`src/rtl/fetch_r32i_pkg.sv`:
```
// fetch_r32i_pkg: shared constants and queue entry type for the r32i fetch unit
package fetch_r32i_pkg;
    localparam int DATA_W = 32;
    typedef struct packed {
        logic [DATA_W-1:0] addr;
        logic [DATA_W-1:0] ins;
    } fetch_entry_t;
endpackage

```
`src/rtl/fetch_queue_r32i.sv`:
```
// fetch_queue_r32i: FIFO of fetched {addr, ins} entries with push/pop/flush
module fetch_queue_r32i #(
    parameter int W          = 64,
    parameter int QueueDepth = 4
) (
    input  logic         clock,
    input  logic         reset,
    input  logic         i_flush,
    input  logic         i_push,
    input  logic         i_pop,
    input  logic [W-1:0] i_data,
    output logic [W-1:0] o_head,
    output logic         o_full,
    output logic         o_empty
);
    localparam int PW = $clog2(QueueDepth);
    localparam int CW = PW + 1;
    logic [W-1:0]  r_mem [QueueDepth];
    logic [PW-1:0] r_wp;
    logic [PW-1:0] r_rp;
    logic [CW-1:0] r_count;
    assign o_empty = (r_count == '0);
    assign o_full  = (r_count == CW'(QueueDepth));
    assign o_head  = r_mem[r_rp];
    always_ff @(posedge clock or posedge reset) begin
        if (reset) begin
            r_wp    <= '0;
            r_rp    <= '0;
            r_count <= '0;
        end else if (i_flush) begin
            r_wp    <= '0;
            r_rp    <= '0;
            r_count <= '0;
        end else begin
            if (i_push) r_wp <= r_wp + PW'(1);
            if (i_pop) r_rp <= r_rp + PW'(1);
            r_count <= r_count + CW'(i_push) - CW'(i_pop);
        end
    end
    // Storage needs no reset: entries are only visible while occupied
    always_ff @(posedge clock) begin
        if (i_push && !i_flush) r_mem[r_wp] <= i_data;
    end
endmodule

```
`src/rtl/fetch_unit_r32i.sv`:
```
// fetch_unit_r32i: sequential instruction fetch with redirect and fetch queue
// Optional stall performance counter enabled by macro FETCH_PERF_CNT_EN
module fetch_unit_r32i
    import fetch_r32i_pkg::*;
#(
    parameter int               dataW      = DATA_W,
    parameter int               QueueDepth = 4,
    parameter logic [dataW-1:0] ResetPC    = '0
) (
    input  logic             clock,
    input  logic             reset,
    input  logic             InsCacheStall,
    input  logic [dataW-1:0] OutputIns,
    output logic [dataW-1:0] ProgAddr,
    input  logic             BranchTaken,
    input  logic [dataW-1:0] BranchTarget,
    input  logic             DecodeReady,
    output logic             InsValid,
    output logic [dataW-1:0] InsOut,
    output logic [dataW-1:0] InsPC,
    output logic [31:0]      StallCount
);
    logic [2*dataW-1:0] w_head;
    logic               w_full;
    logic               w_empty;
    logic               w_pop;
    logic               w_push;
    logic [dataW-1:0]   r_pc;
    assign w_pop    = !w_empty && DecodeReady && !BranchTaken;
    assign w_push   = !InsCacheStall && !BranchTaken && (!w_full || w_pop);
    assign ProgAddr = r_pc;
    assign InsValid = !w_empty;
    assign InsOut   = w_empty ? '0 : w_head[dataW-1:0];
    assign InsPC    = w_empty ? '0 : w_head[2*dataW-1:dataW];
    always_ff @(posedge clock or posedge reset) begin
        if (reset) r_pc <= ResetPC;
        else if (BranchTaken) r_pc <= BranchTarget;
        else if (w_push) r_pc <= r_pc + dataW'(1);
    end
    fetch_queue_r32i #(.W(2*dataW), .QueueDepth(QueueDepth)) u_queue (
        .clock   (clock),
        .reset   (reset),
        .i_flush (BranchTaken),
        .i_push  (w_push),
        .i_pop   (w_pop),
        .i_data  ({r_pc, OutputIns}),
        .o_head  (w_head),
        .o_full  (w_full),
        .o_empty (w_empty)
    );
`ifdef FETCH_PERF_CNT_EN
    logic [31:0] r_stall_cnt;
    always_ff @(posedge clock or posedge reset) begin
        if (reset) r_stall_cnt <= '0;
        else if (InsCacheStall && r_stall_cnt != '1) r_stall_cnt <= r_stall_cnt + 32'd1;
    end
    assign StallCount = r_stall_cnt;
`else
    assign StallCount = '0;
`endif
endmodule

```
`config.mk`:
```
export PLATFORM = sky130hd
export DESIGN_NAME = fetch_unit_r32i
export DESIGN_NICKNAME = d
export VERILOG_FILES = /design/src/rtl/fetch_r32i_pkg.sv /design/src/rtl/fetch_queue_r32i.sv /design/src/rtl/fetch_unit_r32i.sv
export SDC_FILE = /design/constraint.sdc
export NUM_CORES = 1
export LEC_CHECK = 0
export ABC_AREA = 1
export CORE_MARGIN = 10
export CORE_UTILIZATION = 45
export CTS_CLUSTER_DIAMETER = 80
export CTS_CLUSTER_SIZE = 14
export DETAILED_ROUTE_END_ITERATION = 8
export GPL_TIMING_DRIVEN = 0
export PLACE_DENSITY = 0.76
export SKIP_CTS_REPAIR_TIMING = 1
export SYNTH_ARGS = -nofsm -noshare
export SYNTH_HDL_FRONTEND = slang
export SYNTH_HIERARCHICAL = 1
export SYNTH_SLANG_ARGS = --single-unit
```
`constraint.sdc`:
```
create_clock -name clock -period 13.58 [get_ports clock]
set_input_delay 1.358 -clock clock [delete_from_list [all_inputs] [get_ports clock]]
set_output_delay 1.358 -clock clock [all_outputs]
set_load 0.01 [all_outputs]
```
==> flow_metrics.tcl <==
set metrics [dict create \
    period_share_pct 34.5 \
    place_ws_ns 8.91 \
    p_clk_share_pct 25.2 \
    fillers 2494 \
    yosys-top-cells-count "nand2_1 (289), inv_1 (258), edfxtp_1 (256), nor2_1 (112), o211ai_1 (69)" \
    drive_gt1_share_pct 8.82 \
    maxCapViolations 0 \
    p_comb_share_pct 31.2 \
    r2r_start "u_queue/r_count[1]" \
    row_count 63 \
    start_util_pct 45.9 \
    yosysTopAreaCell "edfxtp_1" \
    setup.worst_path.start "u_queue/r_count[1]" \
    gr-total-overflow 0 \
    outcome "complete, no violations" \
    antenna_found_initial 0 \
    clockBufferDepth 3 \
    clkTransAtPathRegs_ns 0.07 \
    diodes 0 \
    ant_nets 0 \
    setup_viol 0 \
    num_io_pins 198 \
    die_h_um 195 \
    gp_congestion 0.860 \
    min-delay-start "u_queue/r_wp[1]" \
    setup_ws_ns 8.90 \
    clk_latency_ns 0.53 \
    crit_fanout 10 \
    synth-main-ff-cell "edfxtp_1" \
    worst_setup_path_end_kind "output pin" \
    routed_wl_um 35200 \
    p_leak_nw 6.91 \
    cts_sinks 295 \
    ir_worst_vdd_mv 0.0927 \
    synth_seq_area_share_pct 63.2 \
    numCtsBuffers 25 \
    layout.nets 1668 \
    netlist_area_mm2 0.0137 \
    pwr-share-seq_pct 43.7 \
    hold_viol_final 0 \
    start_kind "flop" \
    required_ns 12.22 \
    p_per_area_mw_per_mm2 150 \
    synth_edf_count 256 \
    finalClockSkew_ns 0.0201 \
    criticalPathCategory "reg2out" \
    cpMaxStageDelayCell "clkbuf_1" \
    routedWlPerCell_um 17.7 \
    ys_types 33 \
    drc_errors 0 \
    grt_setup_unrepaired "false" \
    place_inst 1953 \
    hpwl_um 24800 \
    path_cells "inv_1 > nand2_1 > nor2_1 > clkbuf_1 > clkbuf_1 > nor2_1 > clkdlybuf4s50_1" \
    vias 9917 \
    grt.total_usage_pct 17.9 \
    slew_headroom_pct 31.7 \
    synth.top_cell.area_share_pct 56.0 \
    die_x_um 195 \
    htreeDepth 1 \
    synth_area_per_cell_um2 10.1 \
    tritoncts "done" \
    switching_power_w 0.000795 \
    yosysMostFrequentCell "nand2_1" \
    fmax_mhz 214 \
    syn_to_final_growth_pct 23.0 \
    fin_cells 1989 \
    clockRootBuffer "clkbuf_16" \
    avgViaCountPerCell 4.99 \
    grt_pass1_vias 10000 \
    drtIter0Drc 810 \
    grt_max_degree 33 \
    drv_slew 0 \
    async_flop_share_pct 13.2 \
    finalCriticalPeriod_ns 4.68 \
    tns_ns 0 \
    portBuffers 165 \
    synth_area_leaders "edfxtp_1 (56%), nand2_1 (7.9%), dfrtp_1 (7.1%)" \
    synth_seq_cells 295 \
    synth_cells 1359 \
    core_area_mm2 0.0299 \
    yosys_warnings 6 \
    crit_path_max_incr_delay_ns 0.79 \
    tightestPinTransition_ns 1.03 \
    internal-power_w 0.00174 \
    arrival_ns 3.32 \
    die-area_mm2 0.0379 \
    grt_pass1_wl_um 54800 \
    firstDrtPassIters 5 \
    power_switching_share_pct 31.4 \
    final_util_pct 56.5 \
    hp-class "reg2reg" \
]
critical path, delay by kind of cell, from the launching register on:
family | cells | cell delay, ns
AND/OR/NAND/NOR | 3 | 0.46
flip-flops | 1 | 0.43
buffers and inverters | 4 | 1.91
sequential cells by signal, indices dropped and copies added, names as in the netlist:
signal,cells
u_queue/r_mem,256
u_queue/r_wp,2
ProgAddr,32
u_queue/r_rp,2
u_queue/r_count,3
final timing paths:
check / end / slack [ns] / cells past startpoint
max: InsPC[10] / 8.90 / 7
min: u_queue/r_wp[1] / 0.66 / 2
max reg2reg: u_queue/r_mem[0][30] / 10.40 / 11
min reg2reg: u_queue/r_wp[1] / 0.66 / 2
max in group asynchronous: ProgAddr[29] / 12.03 / 3
min in group asynchronous: ProgAddr[6] / 1.12 / 2
area by class of cell:
type	count	area, um2	share of cell area [%]
flip-flops and latches	295	8660	51.3
multi-input cells	745	3550	21.1
repair buffers	174	1850	10.9
inverters	260	978	5.80
plain buffers	90	668	3.96
clock buffers	33	656	3.88
well taps	390	488	2.89
clock inverters	2	25.0	0.148
power by group through the flow:
stage / Combinational (W) / Sequential (W) / Clock [W]
after floorplan: 0.000385 / 0.00111 / 0
after global placement: 0.000779 / 0.00112 / 0
after detailed placement: 0.000797 / 0.00112 / 0
after CTS: 0.000802 / 0.00110 / 0.000650
after global routing: 0.000861 / 0.00111 / 0.000685
final: 0.000789 / 0.00111 / 0.000637
per-stage QoR:
step / total power [W] / cell area (um2) / hold WS [ns]
floorplan: 0.00149 / 13800 / 0.579
detailed placement: 0.00192 / 16200 / 0.634
global route: 0.00266 / 16900 / 0.715
global placement: 0.00190 / 16000 / 0.599
CTS: 0.00256 / 16900 / 0.647
finish: 0.00253 / 16900 / 0.656
cell usage in the layout (no fill, tap or decap), types with 7 or more instances in the layout:
| cell | count |
|---|---|
| a21oi_1 | 67 |
| buf_12 | 7 |
| buf_2 | 16 |
| buf_4 | 35 |
| buf_6 | 23 |
| clkbuf_1 | 17 |
| clkbuf_16 | 25 |
| clkdlybuf4s50_1 | 165 |
| conb_1 | 32 |
| dfrtp_1 | 39 |
| edfxtp_1 | 256 |
| ha_1 | 7 |
| inv_1 | 257 |
| nand2_1 | 289 |
| nand3_1 | 49 |
| nor2_1 | 108 |
| nor2_4 | 8 |
| o211ai_1 | 69 |
| o21ai_0 | 45 |
| o21ai_1 | 40 |
metal layers:
layer  up-vias  part of all wire, %  track usage (%)
met5         -                    0                0
met4         0                  1.9             4.26
met3        44                  8.7             3.92
met2       392                   48             30.5
met1      4673                   41             22.7
li1       4808                    -                -
logic make-up (layout without fill, tap and decap cells):
logic type	after synthesis	in the layout	share of synthesized area, %
simple gates	473	473	14.0
other cells	1	32	0.0273
compound gates	226	226	9.66
fa+ha+maj	8	8	0.784
buf+inv	350	559	12.0
flops	295	295	63.2
xor+xnor	6	6	0.383
Note: power is estimated with default switching activity, not from simulation.
==> edit (config.mk and constraints unchanged) <==
`QueueDepth` is set to 4 in 2 places; all go to 8.
--- a/src/rtl/fetch_queue_r32i.sv
+++ b/src/rtl/fetch_queue_r32i.sv
@@ -1,7 +1,7 @@
 // fetch_queue_r32i: FIFO of fetched {addr, ins} entries with push/pop/flush
 module fetch_queue_r32i #(
     parameter int W          = 64,
-    parameter int QueueDepth = 4
+    parameter int QueueDepth = 8
 ) (
     input  logic         clock,
     input  logic         reset,
--- a/src/rtl/fetch_unit_r32i.sv
+++ b/src/rtl/fetch_unit_r32i.sv
@@ -4,7 +4,7 @@
     import fetch_r32i_pkg::*;
 #(
     parameter int               dataW      = DATA_W,
-    parameter int               QueueDepth = 4,
+    parameter int               QueueDepth = 8,
     parameter logic [dataW-1:0] ResetPC    = '0
 ) (
     input  logic             clock,
Behaviour: same outputs for any inputs over 4 cycles, from zero or initial values and one cycle with reset high; that may be too few to reach the edited logic, so the function may still have changed.
==> edit against the unedited design <==
- core utilization is 3.1 points lower
- power grew 76%
- design area is 82% higher
- sequential power grew 83%
- final cell count is 96% higher
- register-to-register slack got worse by 340 ps
- area after synthesis up 91%
- routed wire length rose by 96%
- sequential share of layout area grew 2.1 points
- count of clock-buffer cells in the layout is 37 higher
- setup slack worse by 790 ps
- sequential cell count up 259
- global-route usage up 2.0 points
- non-clock buffer count is 67 higher
==> edit: results (changes against the unedited design) <==
[status]
outcome = finished, final reports clean

[synthesis]
synthXorXnorAreaFrac = 0.00201  ; -0.00182
synthArstFlopShare = 0.0758  ; -0.0564
synth_edf_count = 512  ; +100%
yosysSeqAreaShare = 0.628  ; -0.00387
postSynthCellCount = 2850  ; +110%
synth_compound_area_frac = 0.00894  ; -0.0876
synth-adder-area-share = 0.00507  ; -0.00278
synth_common_cells = 1000 x nand2_1, 645 x inv_1, 512 x edfxtp_1

[worst_hold_path]
min_from = u_queue/r_wp[0]
min_to = u_queue/r_wp[0]

[route]
dr_wl_met2_mm = 32.9  ; +94%
wl_met3_mm = 6.68  ; +120%
vias = 19100  ; +92%
first_pass_iters = 6  ; +1
drt_iter0_markers = 1735  ; +110%
wire_per_inst_um = 17.7  ; -0.29%
met1_length_mm = 27.3  ; +88%

[clock_tree]
h-tree-depth = 2  ; +1
cts_buffers = 46  ; +84%

[power_and_ir_drop]
p_leak_nw = 14.2  ; +110%
power_per_cell_area_mw_per_mm2 = 145  ; -3.5%
peakVddDrop_uv = 139  ; +50%

[layout]
design.seq.count = 554  ; +88%
utilization = 0.534  ; -0.0315
buffer_area_frac = 0.101  ; -0.0480
inverters = 648  ; +150%
non_clock_buffer_count = 331  ; +25%
insertedDiodeCount = 2  ; +2
fillers = 4914  ; +97%
layout.nets = 3193  ; +91%
drive_gt1_frac = 0.0723  ; -0.0159
multi_input_cells = 1533  ; +110%
final_cell_count_no_fill = 3907  ; +96%
seq_area_sq_mm = 0.0164  ; +90%
clock_area_frac = 0.0422  ; +0.00183
multi_input_area_sq_mm = 0.00650  ; +83%

[critical_path]
critPathArrivalTime_ps = 4110  ; +790 ps
cp_max_fo = 11  ; +1
r2r_setup_slack_ps = 10060  ; -340 ps
r2r-start = u_queue/r_count[3]
max_stage_delay_ps = 1110  ; +320 ps
worstSetupEndpoint = InsPC[5]
cp-startpoint = u_queue/r_count[2]

[global_route]
grt_pass1_wl_mm = 104  ; +90%
met2_usage = 0.337  ; +0.0320
use_met1 = 0.255  ; +0.0285
grt_pass1_vias = 18500  ; +84%
antenna_found_initial = 1  ; +1
use_met3 = 0.0315  ; -0.00776
grt_use_total = 0.199  ; +0.0202
grt_start_max_net_pins = 33  ; unchanged

[place]
placed_cells = 3831  ; +96%
place_ws_ps = 8610  ; -299 ps
dp_hpwl_mm = 45.7  ; +85%

[sta]
clock_skew_ps = 23.3  ; +3.21 ps
slew_headroom = 0.0215  ; -0.295

## edit: changes by cell type after synthesis, sizes merged, moves of 5 or more
cell / unedited run / this run
nand2: 295 / 1006
inv: 260 / 648
edfxtp: 256 / 512
nand3: 50 / 306
o211ai: 69 / 5
a21oi: 68 / 6
o21ai: 85 / 25
buf: 76 / 127
clkbuf: 14 / 19
## edit: worst register-to-register path: cells and delay by family (launching register included)
family                     cells  cell delay, ps
and+or+nand+nor                5            1320
buffers and inverters          6            1050
DFF                            1             360
adders and majority gates      1             160
AOI/OAI and AO/OA              1             310
## edit: power breakdown
part | switching [mW] | internal (mW)
Combinational | 0.725 | 0.479
Clock | 0.577 | 0.639
Sequential | 0.0859 | 1.94
Total | 1.39 | 3.06
